[src/rtl/hazard_ctrl_pkg.sv]
`default_nettype none
// ============================================================================
//  Module      : hazard_ctrl_pkg
//  Description : Shared forwarding-select codes, the Tuse "never" encoding and
//                small helpers for the hazard controller.
//  Revision    : 1.0 - initial release
// ============================================================================
package hazard_ctrl_pkg;

    // Forwarding select codes, shared with the operand muxes
    localparam logic [1:0] c_ODATA      = 2'b00;
    localparam logic [1:0] c_EDATA      = 2'b01;
    localparam logic [1:0] c_MDATA      = 2'b10;
    localparam logic [1:0] c_WDATA      = 2'b11;

    // A source with this Tuse is never read, so it can never stall
    localparam logic [1:0] c_TUSE_NEVER = 2'd3;

    // Register 0 is hard-wired, so a write to it never creates a dependency
    function automatic logic reg_match(input logic [4:0] a3, input logic [4:0] r);
        return (r != 5'd0) && (a3 == r);
    endfunction

    // Tnew one stage later, saturating at zero
    function automatic logic [1:0] tnew_dec(input logic [1:0] t);
        return (t == 2'd0) ? 2'd0 : (t - 2'd1);
    endfunction

    // Forward select from M/W; the younger M result wins over W
    function automatic logic [1:0] sel_mw(input logic [4:0] r,
                                          input logic [4:0] m_a3,
                                          input logic [1:0] m_tnew,
                                          input logic [4:0] w_a3);
        if (reg_match(m_a3, r) && (m_tnew == 2'd0))
            return c_MDATA;
        else if (reg_match(w_a3, r))
            return c_WDATA;
        else
            return c_ODATA;
    endfunction

endpackage : hazard_ctrl_pkg
`default_nettype wire

[src/rtl/hazard_ctrl_md_busy_counter.sv]
`default_nettype none
// ============================================================================
//  Module      : md_busy_counter
//  Description : Mult/div busy timer. Loads the operation latency the cycle
//                after a start leaves E, then counts down to idle.
//  Revision    : 1.0 - initial release
// ============================================================================
module md_busy_counter #(
    parameter int MULT_CYCLES = 5,
    parameter int DIV_CYCLES  = 10
) (
    input  logic clk,
    input  logic reset,
    input  logic start,
    input  logic is_div,
    output logic busy
);

    localparam int C_MAX   = (DIV_CYCLES > MULT_CYCLES) ? DIV_CYCLES : MULT_CYCLES;
    localparam int C_CNT_W = $clog2(C_MAX + 1);

    localparam logic [C_CNT_W-1:0] c_MULT_LOAD = C_CNT_W'(MULT_CYCLES);
    localparam logic [C_CNT_W-1:0] c_DIV_LOAD  = C_CNT_W'(DIV_CYCLES);
    localparam logic [C_CNT_W-1:0] c_ONE       = C_CNT_W'(1);

    logic [C_CNT_W-1:0] r_cnt;

    // Load on start, otherwise count down to zero; reset abandons any count
    always_ff @(posedge clk or posedge reset) begin
        if (reset)
            r_cnt <= '0;
        else if (start)
            r_cnt <= is_div ? c_DIV_LOAD : c_MULT_LOAD;
        else if (r_cnt != '0)
            r_cnt <= r_cnt - c_ONE;
    end

    assign busy = (r_cnt != '0);

endmodule : md_busy_counter
`default_nettype wire

[src/rtl/hazard_ctrl.sv]
`default_nettype none
// ============================================================================
//  Module      : hazard_ctrl
//  Description : Stall and forwarding-select generator. Keeps shadow copies of
//                the E/M/W destination registers and Tnew, and a mult/div busy
//                timer. Stall freezes PC and F/D and bubbles D/E.
//  Revision    : 1.0 - initial release
// ============================================================================
module hazard_ctrl
    import hazard_ctrl_pkg::*;
#(
    parameter int MULT_CYCLES = 5,
    parameter int DIV_CYCLES  = 10
) (
    input  logic       clk,
    input  logic       reset,
    input  logic [4:0] D_rs,
    input  logic [4:0] D_rt,
    input  logic [1:0] D_Tuse_rs,
    input  logic [1:0] D_Tuse_rt,
    input  logic [4:0] D_A3,
    input  logic [1:0] D_Tnew,
    input  logic       D_md_op,
    input  logic       D_md_start,
    input  logic       D_md_is_div,
    output logic       stall,
    output logic [1:0] s_D_rs_data,
    output logic [1:0] s_D_rt_data,
    output logic [1:0] s_E_rs_data,
    output logic [1:0] s_E_rt_data,
    output logic [1:0] s_M_rt_data,
    output logic       md_busy
);

    // Shadow state of the in-flight stages
    logic [4:0] r_e_rs;
    logic [4:0] r_e_rt;
    logic [4:0] r_e_a3;
    logic [1:0] r_e_tnew;
    logic       r_e_md_start;
    logic       r_e_is_div;
    logic [4:0] r_m_rt;
    logic [4:0] r_m_a3;
    logic [1:0] r_m_tnew;
    logic [4:0] r_w_a3;

    logic       w_stall_rs;
    logic       w_stall_rt;
    logic       w_stall_md;

    // Mult/div busy timer, started when the op leaves E
    md_busy_counter #(
        .MULT_CYCLES (MULT_CYCLES),
        .DIV_CYCLES  (DIV_CYCLES)
    ) u_md_busy_counter (
        .clk    (clk),
        .reset  (reset),
        .start  (r_e_md_start),
        .is_div (r_e_is_div),
        .busy   (md_busy)
    );

    // Advance the shadow pipeline; a stall injects an all-zero bubble into E
    always_ff @(posedge clk or posedge reset) begin
        if (reset) begin
            r_e_rs       <= 5'd0;
            r_e_rt       <= 5'd0;
            r_e_a3       <= 5'd0;
            r_e_tnew     <= 2'd0;
            r_e_md_start <= 1'b0;
            r_e_is_div   <= 1'b0;
            r_m_rt       <= 5'd0;
            r_m_a3       <= 5'd0;
            r_m_tnew     <= 2'd0;
            r_w_a3       <= 5'd0;
        end else begin
            if (stall) begin
                r_e_rs       <= 5'd0;
                r_e_rt       <= 5'd0;
                r_e_a3       <= 5'd0;
                r_e_tnew     <= 2'd0;
                r_e_md_start <= 1'b0;
                r_e_is_div   <= 1'b0;
            end else begin
                r_e_rs       <= D_rs;
                r_e_rt       <= D_rt;
                r_e_a3       <= D_A3;
                r_e_tnew     <= D_Tnew;
                r_e_md_start <= D_md_start;
                r_e_is_div   <= D_md_start & D_md_is_div;
            end
            r_m_rt   <= r_e_rt;
            r_m_a3   <= r_e_a3;
            r_m_tnew <= tnew_dec(r_e_tnew);
            r_w_a3   <= r_m_a3;
        end
    end

    // Stall when a producer is not ready by the time D needs the value; the
    // D muxes have no E path, so any E match with Tuse 0 must also wait
    always_comb begin
        w_stall_rs = 1'b0;
        w_stall_rt = 1'b0;
        w_stall_md = 1'b0;

        if (reg_match(r_e_a3, D_rs) &&
            ((r_e_tnew > D_Tuse_rs) || (D_Tuse_rs == 2'd0)))
            w_stall_rs = 1'b1;
        if (reg_match(r_m_a3, D_rs) && (r_m_tnew > D_Tuse_rs))
            w_stall_rs = 1'b1;

        if (reg_match(r_e_a3, D_rt) &&
            ((r_e_tnew > D_Tuse_rt) || (D_Tuse_rt == 2'd0)))
            w_stall_rt = 1'b1;
        if (reg_match(r_m_a3, D_rt) && (r_m_tnew > D_Tuse_rt))
            w_stall_rt = 1'b1;

        w_stall_md = D_md_op && (md_busy || r_e_md_start);

        stall = w_stall_rs | w_stall_rt | w_stall_md;
    end

    // Forwarding selects from current shadow state, no added latency
    always_comb begin
        s_D_rs_data = sel_mw(D_rs,   r_m_a3, r_m_tnew, r_w_a3);
        s_D_rt_data = sel_mw(D_rt,   r_m_a3, r_m_tnew, r_w_a3);
        s_E_rs_data = sel_mw(r_e_rs, r_m_a3, r_m_tnew, r_w_a3);
        s_E_rt_data = sel_mw(r_e_rt, r_m_a3, r_m_tnew, r_w_a3);
        s_M_rt_data = reg_match(r_w_a3, r_m_rt) ? c_WDATA : c_ODATA;
    end

endmodule : hazard_ctrl
`default_nettype wire

[config.mk]
export PLATFORM = sky130hd
export DESIGN_NAME = hazard_ctrl
export DESIGN_NICKNAME = d
export VERILOG_FILES = /design/src/rtl/hazard_ctrl_pkg.sv /design/src/rtl/hazard_ctrl_md_busy_counter.sv /design/src/rtl/hazard_ctrl.sv
export SDC_FILE = /design/constraint.sdc
export NUM_CORES = 1
export LEC_CHECK = 0
export ABC_AREA = 1
export CORE_MARGIN = 2
export CORE_UTILIZATION = 35
export DETAILED_ROUTE_END_ITERATION = 8
export PLACE_DENSITY = 0.55
export SLEW_MARGIN = 20
export SYNTH_ARGS = -nofsm -noshare
export SYNTH_HDL_FRONTEND = slang
export SYNTH_HIERARCHICAL = 1
export SYNTH_SLANG_ARGS = --single-unit
[constraint.sdc]
create_clock -name clk -period 2.4 [get_ports clk]
set_clock_uncertainty 0.1 [all_clocks]
set_input_delay 0.48 -clock clk [delete_from_list [all_inputs] [get_ports clk]]
set_output_delay 0.48 -clock clk [all_outputs]
set_load 0.01 [all_outputs]
==> impl_metrics.ini, run 1 <==
[outcome]
status = completed

[synthesis]
synth_warnings = 6
synth-edff-count = 0
async_reset_ff_share_pct = 100
synth_top_area_share_pct = 39.3
syn_avg_cell_area_um2 = 7.94
ys_types = 33
synth.top_cells.by_area = dfrtp_1 39%, nand2_1 9.6%, xnor2_1 7.2%, inv_1 6.6%, ha_1 4.9%
syn-cell-area_um2 = 2550
synthesis.nets = 357
synth_top_area_cell = dfrtp_1
ys_seq_elements = 40
synth-main-ff-cell = dfrtp_1
synthCells = 321
yosysSeqAreaShare_pct = 39.3

[detailed_routing]
vias = 2302
dr.pass1.iters = 4
drc = 0
via_per_inst = 4.62
finalWirelength_um = 6410
ant_nets = 0
drt_iter0_drc = 123
wl_per_cell_um = 12.9

[cells_and_area]
final_util_pct = 49.3
final_common_cell = nand2_1
diodes = 0
final_cell_mix = 63 x nand2_1, 42 x buf_4, 40 x inv_1, 36 x dfrtp_1, 21 x xnor2_1
drive_gt1_share_pct = 29.8
syn2layout_area_growth_pct = 38.2
nets = 434

[worst_setup_path]
crit_slowest_cell = dfrtp_1
rr_startpoint = r_m_tnew[1]$_DFF_PP0_
reg2reg_slack_ns = 0.59
ff2ff_path_depth = 8
max_stage_delay_ns = 0.39
cp.arrival_ns = 1.79
critPathKind = register to output pin
reg2reg_to = r_e_rs[2]$_DFF_PP0_
worstSetupEndpointType = output pin
cp_num_buf_inv = 2
cp_max_fo = 2
crit_required_ns = 1.82
cp_common_cell = a21oi_2
path_cells = buf_4 -> ha_4 -> a21oi_2 -> a21oi_2 -> nand3_2 -> nand3_1 -> or2_1 -> buf_2
cp_top_family = flip-flops
crit_path_start_kind = register

[global_routing]
antenna_found_initial = 0
grt_pass1_vias = 2269
grt_max_degree = 37
grt_usage_pct = 17.4
grt_pass1_wl_um = 10500
grt-ovfl-total = 0

[power_and_ir_drop]
power_density_nw_per_um2 = 701
irDropWorstVdd_mv = 0.349
power_w = 0.00247
power_leakage_nw = 1.74

[floorplan]
ioPinCount = 38
fp.coreArea_um2 = 7140
initial_core_util_pct = 35.7
die_w_um = 89.3
placementRows = 31
dieArea_um2 = 7980
fp.dieH_um = 89.3

[timing]
rsz0062_at_grt = yes
worst-slew-pin-transition_ns = 0.462
maxSlewHeadroom_pct = 69.2
whs_ns = 0.293
setup_viol = 0
finalHoldViolCount = 0
timing.final.crit_share_pct = 98.6
layout_min_cycle_time_ns = 2.37
final_max_slew_viol_count = 0
fmaxAchievable_mhz = 423
fin_ws_ns = 0.0333

[flow_run]
maxCapViolations = 0

[worst_hold_path]
hold_class = primary input to asynchronous set/reset pin

[clock_tree]
cts_tree = built
cts_htree_levels = 2
numCtsBuffers = 5
clkLatencyLatePin_ns = 0.30
cts_sinks = 40
clk_pin_slew_ns = 0.08
cts-root-buf = clkbuf_8
cts_max_path_buffers = 2

[placed_design]
gp_congestion = 0.812
place_ws_ns = -0.668
port_buffers = 37
dp_hpwl_um = 4630
## cell type report
type / count / area, um2
Multi-Input combinational cell: 220 / 1420
Timing Repair Buffer: 80 / 657
Clock buffer: 7 / 96.3
Tap cell: 99 / 124
Sequential cell: 40 / 1010
Fill cell: 718 / 3620
Clock inverter: 1 / 30.0
Inverter: 51 / 191
## through the flow
step	instances	cell area (um2)	TNS (ns)
2_1_floorplan	321	2550	0
5_1_grt	498	3520	-0.0719
4_1_cts	491	3450	0
6_report	498	3520	0
3_3_place_gp	481	3240	-2.77
3_5_place_dp	481	3240	-2.96
## power breakdown
part	total [W]	internal, W	switching [W]
registers	0.000901	0.000787	0.000114
logic	0.000952	0.000462	0.000490
clock network	0.000615	0.000367	0.000248
total	0.00247	0.00162	0.000852
## worst register-to-register path, stage by stage, from the launching register on
cell	delay (ns)
dfrtp_1	0.39
buf_4	0.16
ha_4	0.26
a21oi_1	0.05
a21oi_1	0.13
nand3_1	0.09
nand2_1	0.09
buf_4	0.30
nor3_1	0.10
## cell usage after synthesis, drive strengths merged, types with 4 or more instances
cell	count
nand2	67
inv	50
dfrtp	40
nor2	27
nor3	23
xnor2	21
a21oi	17
nand3	14
xor2	13
ha	10
buf	7
o21ai	7
nand4	5
or2	4
## registers in the layout (all words and copies together) (netlist names)
signal,cells
r_m_tnew,2
r_e_is_div,1
u_md_busy_counter/r_cnt,4
r_m_rt,5
r_e_rt,5
r_e_a3,5
r_m_a3,5
r_e_rs,5
r_e_tnew,2
r_w_a3,5
r_e_md_start,1
## cell families (layout without fill, tap and decap cells)
logic type,after synthesis,count (layout),share of synthesized area (%)
compound gates,34,34,7.51
fa+ha+maj,10,10,4.91
flops,40,40,39.3
buf+inv,61,139,9.77
simple gates,142,142,26.8
xor+xnor,34,34,11.7
## routing by layer
layer | global-route usage, % | part of all wire [%] | vias to the layer above | wire [um]
met5 | 0 | 0 | - | 0
met4 | 7.46 | 2.3 | 0 | 145
met3 | 3.32 | 5.1 | 13 | 329
met2 | 29.6 | 50 | 64 | 3200
met1 | 21.6 | 43 | 1058 | 2740
li1 | - | - | 1167 | -
## repair_timing
item	CTS	global route
setup endpoints to repair	11	9
pin swaps	5	11
setup buffers	2	7
resized for setup	64	26
gates cloned	0	0
hold buffers	0	0
## how the worst max path moves through the flow
stage          slack, ns             startpoint  cells past startpoint  endpoint
2_1_floorplan       0.21           D_Tuse_rt[1]                     10     stall
3_3_place_gp       -0.65           D_Tuse_rt[1]                     11     stall
3_5_place_dp       -0.67           D_Tuse_rt[1]                     11     stall
4_1_cts            0.006  r_e_tnew[1]$_DFF_PP0_                      9     stall
5_1_grt            -0.07  r_m_tnew[1]$_DFF_PP0_                      8     stall
6_report            0.03  r_m_tnew[1]$_DFF_PP0_                      8     stall
(Power assumes the default switching activity.)
==> run 2: changes to the inputs <==
Settings changed: ABC_AREA 1 to not set, SETUP_SLACK_MARGIN set to 0.5, SLEW_MARGIN 20 to 30.
==> run 2 against run 1 <==
Against the previous run: the run now ends with setup timing left; global-route usage rose by 1.2 points; worst hold slack improved by 0.0086 ns; register-to-register slack got worse by 0.27 ns; critical endpoint unchanged; via count fell by 3.1%; first-iteration DRC count fell by 37%; clock power fell by 8.1%; critical path depth did not move; largest power group unchanged.
==> impl_metrics.ini, run 2 <==
[cells_and_area]
final_common_cell = buf_4
design_area_um2 = 4210
nets = 416
seqCellArea_um2 = 1010
fill_cells = 552
drive_gt1_share_pct = 50.1
multi_input_area_um2 = 1590
finalNonFillerCells = 477
diodes = 0
final_cell_mix = 69 x buf_4, 33 x dfrtp_1, 28 x inv_1, 27 x xor2_1, 26 x buf_6
syn2layout_area_growth_pct = 71.8

[synthesis]
async_reset_ff_share_pct = 100
synth_xor_area_share_pct = 18.9
synth_common_cells = 40 x dfrtp_1, 33 x inv_1, 29 x nor3_1
synthCells = 259
synth_warnings = 6
synth_top_area_share_pct = 40.8
synth-edff-count = 0
synth_top_family_by_area = XOR/XNOR gates
synth_fa_ha_area_share_pct = 5.10
yosysSeqAreaShare_pct = 40.8
ys_seq_elements = 40
syn_avg_cell_area_um2 = 9.47
synth_top_area_cell = dfrtp_1
synth.most_common_cell = dfrtp_1
synth_compound_area_share_pct = 6.79
yosys.area_share.simple_pct = 17.4
syn-cell-area_um2 = 2450
synth-main-ff-cell = dfrtp_1
ys_types = 39
muxShareOfSynthArea_pct = 0.408
synthesis.nets = 295
synth.top_cells.by_area = dfrtp_1 41%, xor2_1 10%, xnor2_1 8.9%, nor3_1 5.9%, ha_1 5.1%

[detailed_routing]
ant_nets = 0
wl_per_cell_um = 15.1
finalWirelength_um = 7230
dr.pass1.iters = 4
drt_iter0_drc = 78
via_per_inst = 4.68
drc = 0
vias = 2231

[clock_tree]
cts-root-buf = clkbuf_8
cts_max_path_buffers = 2
cts_tree = built
cts_sinks = 40
clkLatencyLatePin_ns = 0.30
cts_htree_levels = 2
clk_pin_slew_ns = 0.08
numCtsBuffers = 5

[global_routing]
grt_pass1_wl_um = 10900
grt-ovfl-total = 0
grtUsageMet1_pct = 21.9
antenna_found_initial = 0
grt_use_met3_pct = 2.54
grt_max_degree = 37
use_met2_pct = 34.6
grt_pass1_vias = 2260
grt_busiest_layer = met2
grt_usage_pct = 18.6

[timing]
worst-slew-pin-transition_ns = 0.456
whs_ns = 0.302
timing.final.crit_share_pct = 105
layout_min_cycle_time_ns = 2.52
setup_viol = 3
maxSlewHeadroom_pct = 69.6
fin_ws_ns = -0.119
fmaxAchievable_mhz = 397
fin_setup_tns_ns = -0.273
finalHoldViolCount = 0
final_max_slew_viol_count = 0
rsz0062_at_grt = yes

[worst_setup_path]
crit_slowest_cell = dfrtp_1
cp.arrival_ns = 1.94
cp_num_buf_inv = 2
cp_top_family = simple AND/OR/NAND/NOR gates
max_stage_delay_ns = 0.40
crit_path_start_kind = register
path_cells = buf_6 -> ha_1 -> nor2b_1 -> a2bb2oi_1 -> nand3_1 -> o211ai_2 -> or2_4 -> buf_6
worstSetupEndpointType = output pin
cp_max_fo = 2
critPathKind = register to output pin
crit_required_ns = 1.82
cp_common_cell = buf_6

[power_and_ir_drop]
power_leakage_nw = 1.98
pwr-share-seq_pct = 32.4
power.internal_w = 0.00183
clkPwrFrac_pct = 20.5
p_sw_share_pct = 33.6
switchingPower_w = 0.000927
power_frac_comb_pct = 47.1
power_density_nw_per_um2 = 655
irDropWorstVdd_mv = 0.475

[floorplan]
dieArea_um2 = 7690
fp.coreArea_um2 = 6790
initial_core_util_pct = 36.1
ioPinCount = 38
fp.dieH_um = 87.7
placementRows = 30
die_w_um = 87.7

[placed_design]
port_buffers = 37
place_ws_ns = -0.849
gp_congestion = 0.789
dp_hpwl_um = 4360
placed_area_um2 = 3230
dp_cells = 423

[outcome]
status = finished, violations left
violations = setup timing

[flow_run]
maxCapViolations = 0

[worst_hold_path]
hold_class = primary input to asynchronous set/reset pin
run 2: cell types whose count changed after synthesis, sizes merged, moves of 5 or more:
| cell | delta |
|---|---|
| a21oi | -15 |
| buf | +9 |
| inv | -17 |
| nand2 | -59 |
| nand3 | -8 |
| nor2 | -15 |
| nor2b | +8 |
| nor3 | +8 |
| o21ai | -5 |
| xor2 | +15 |
run 2: worst register-to-register path, stage by stage, from the launching register on:
cell	delay, ns
dfrtp_2	0.45
buf_6	0.13
xor2_1	0.15
a211oi_1	0.24
buf_4	0.19
nand3_1	0.10
o211ai_2	0.10
buf_4	0.14
buf_4	0.13
buf_12	0.17
nor3_2	0.06
run 2: final cells by class:
cell class,count,share of cell area (%)
Clock inverter,3,1.10
Clock buffer,5,1.63
Tap cell,96,2.85
Sequential cell,40,24.0
Timing Repair Buffer,136,29.4
Multi-Input combinational cell,164,37.8
Inverter,33,3.24
run 2: final timing paths:
path / from / endpoint / slack, ns / cells past startpoint
worst max-delay path: r_m_tnew[1]$_DFF_PP0_ / stall / -0.12 / 8
worst min-delay path: reset / u_md_busy_counter/r_cnt[1]$_DFFE_PP0P_ / 0.30 / 2
worst max register to register: r_m_a3[1]$_DFF_PP0_ / r_e_rs[0]$_DFF_PP0_ / 0.32 / 10
worst min register to register: r_e_rt[0]$_DFF_PP0_ / r_m_rt[0]$_DFF_PP0_ / 0.33 / 0
max in group asynchronous: reset / r_w_a3[3]$_DFF_PP0_ / 1.34 / 3
min in group clk: r_e_rt[0]$_DFF_PP0_ / r_m_rt[0]$_DFF_PP0_ / 0.33 / 0
run 2: routing by layer:
layer  share of wire (%)  routed length [um]
met1                  39                2850
met2                  55                3990
met3                 3.5                 256
met4                 1.8                 129
met5                   0                   0
run 2: kinds of logic (layout without fill, tap and decap cells):
family                     count (synthesis)  count (layout)
AOI/OAI and AO/OA                         19              19
DFF                                       40              40
xor gates and xnor gates                  53              53
and+or+nand+nor                           81              81
buffers and inverters                     55             177
muxes                                      1               1
adders and majority gates                 10              10
run 2: metrics by stage:
step | total power [W] | utilization (%)
final | 0.00276 | 62.0
after global routing | 0.00292 | 62.0
after CTS | 0.00257 | 57.7
after detailed placement | 0.00176 | 47.6
after global placement | 0.00174 | 47.6
after floorplan | 0.00139 | -
run 2: timing repair:
action,in CTS,in global routing
buffers inserted,34,8
resized for setup,147,40
hold buffers,0,0
endpoints found under the hold margin,0,0
pin swaps,26,20
endpoints found under the setup margin,31,32
gates cloned,3,1
run 2: power by group through the flow:
stage	registers (W)	logic (W)	clock network [W]
after floorplan	0.000866	0.000520	0
after global placement	0.000893	0.000849	0
after detailed placement	0.000895	0.000862	0
after CTS	0.000884	0.00111	0.000582
after global routing	0.000905	0.00140	0.000606
final	0.000894	0.00130	0.000565
==> run 3: changes to the inputs <==
Settings changed: GPL_TIMING_DRIVEN set to 0.
==> run 3 against run 2 <==
Against the previous run: the run still ends with setup timing left; clock power shrank 14%; cell count shrank 8.4%; fmax shrank 4.0%; non-clock buffer count shrank 40; design area shrank 6.9%; register-to-register slack lost 0.41 ns; via count shrank 7.4%; critical endpoint unchanged; largest cell class unchanged; largest power group unchanged.
==> impl_metrics.ini, run 3 (synthesized netlist as in run 2, its figures left out) <==
[power_and_ir_drop]
power_density_nw_per_um2 = 648
irDropWorstVdd_mv = 0.483
power_leakage_nw = 1.79

[clock_tree]
clkLatencyLatePin_ns = 0.30
cts-root-buf = clkbuf_8
cts_htree_levels = 2
cts_max_path_buffers = 2
cts_tree = built
numCtsBuffers = 5
cts_sinks = 40
hold_buffers = 0
clk_pin_slew_ns = 0.08

[worst_setup_path]
cp.arrival_ns = 2.04
crit_path_start_kind = primary input
cp_max_fo = 2
crit_required_ns = 1.82
critPathKind = primary input to output pin
worstSetupEndpointType = output pin

[cells_and_area]
diodes = 0
nets = 376
drive_gt1_share_pct = 48.4
syn2layout_area_growth_pct = 60.1
final_cell_mix = 35 x dfrtp_1, 27 x buf_6, 27 x xor2_1, 27 x inv_1, 27 x buf_4
final_common_cell = dfrtp_1
final_util_pct = 57.8
finalNonFillerCells = 437

[floorplan]
initial_core_util_pct = 36.1
dieArea_um2 = 7690
fp.coreArea_um2 = 6790
fp.dieH_um = 87.7
die_w_um = 87.7
placementRows = 30
ioPinCount = 38

[timing]
final_max_slew_viol_count = 0
fin_ws_ns = -0.224
rsz0062_at_grt = yes
worst-slew-pin-transition_ns = 0.765
maxSlewHeadroom_pct = 48.9
fmaxAchievable_mhz = 381
finalHoldViolCount = 0
layout_min_cycle_time_ns = 2.62
setup_viol = 12
timing.final.crit_share_pct = 109

[detailed_routing]
wl_per_cell_um = 15.7
vias = 2066
drc = 0
finalWirelength_um = 6850
drt_iter0_drc = 54
dr.pass1.iters = 5
via_per_inst = 4.73
ant_nets = 0

[global_routing]
grt_max_degree = 37
grt_pass1_vias = 1983
grt_usage_pct = 17.1
grt_pass1_wl_um = 10000
antenna_found_initial = 0
grt-ovfl-total = 0

[worst_hold_path]
hold_class = primary input to asynchronous set/reset pin

[outcome]
violations = setup timing
status = finished, violations left

[placed_design]
port_buffers = 27
dp_hpwl_um = 4040
gp_congestion = 0.799
dp_cells = 382

[flow_run]
maxCapViolations = 0
-- run 3: changes by cell type in the layout (fill, tap and decap cells not counted), sizes merged, moves of 3 or more --
cell / before / now
buf: 111 / 74
clkbuf: 7 / 14
dlygate4sd2: 8 / 2
clkdlybuf4s15: 4 / 1
-- run 3: metal layers --
metal / global-route usage (%) / vias to the layer above / wire, um
met5: 0 / - / 0
met4: 4.20 / 0 / 81
met3: 3.39 / 9 / 217
met2: 29.6 / 49 / 3590
met1: 21.9 / 1006 / 2950
li1: - / 1002 / -
-- run 3: worst paths after layout --
kind / startpoint / end / cells after the start / slack, ns
worst max-delay path: D_Tuse_rt[1] / stall / 10 / -0.22
worst min-delay path: reset / u_md_busy_counter/r_cnt[1]$_DFFE_PP0P_ / 2 / 0.30
worst max register to register: r_e_tnew[1]$_DFF_PP0_ / r_e_rt[3]$_DFF_PP0_ / 14 / -0.09
worst min register to register: r_m_a3[1]$_DFF_PP0_ / r_w_a3[1]$_DFF_PP0_ / 0 / 0.30
max in group asynchronous: reset / r_m_a3[3]$_DFF_PP0_ / 2 / 1.12
min in group clk: r_m_a3[1]$_DFF_PP0_ / r_w_a3[1]$_DFF_PP0_ / 0 / 0.30
-- run 3: what timing repair did --
| item | in CTS | in global routing |
|---|---|---|
| cloned | 1 | 2 |
| buffers inserted | 24 | 20 |
| gates resized for setup | 128 | 60 |
| endpoints found under the setup margin | 31 | 31 |
| pin swaps | 27 | 40 |
-- run 3: cell type report --
cell class                 instances  area [um2]
clock inverter                     2        13.8
tap                               96         120
inverter                          33         136
timing repair buffer              74         721
buffer                            22         189
clock buffer                       6        82.6
sequential                        40        1010
multi-input combinational        164        1660
fill                             561        2870
-- run 3: worst max-delay path: stages --
cell,delay [ns]
clkdlybuf4s15_1,0.20
inv_2,0.11
ha_4,0.21
nor2b_4,0.12
a2bb2oi_2,0.15
nor2_2,0.16
o211ai_2,0.12
buf_6,0.14
or2_4,0.24
buf_6,0.12
-- run 3: through the flow --
| step | instance area, um2 | setup TNS [ns] | power (W) | worst slack [ns] | hold slack, ns |
|---|---|---|---|---|---|
| floorplan | 2480 | 0 | 0.00139 | 0.186 | 0.146 |
| global placement | 2870 | -5.73 | 0.00159 | -1.15 | 0.252 |
| detailed placement | 2870 | -5.68 | 0.00160 | -1.14 | 0.253 |
| CTS | 3410 | -0.947 | 0.00231 | -0.252 | 0.276 |
| global route | 3930 | -1.86 | 0.00270 | -0.258 | 0.300 |
| finish | 3930 | -0.841 | 0.00254 | -0.224 | 0.296 |
-- run 3: report_power, final --
| group | switching (W) | internal [W] | leakage [nW] |
|---|---|---|---|
| clock | 0.000250 | 0.000235 | 0.0516 |
| sequential | 0.000118 | 0.000780 | 0.506 |
| combinational | 0.000531 | 0.000630 | 1.24 |
| total | 0.000898 | 0.00164 | 1.79 |
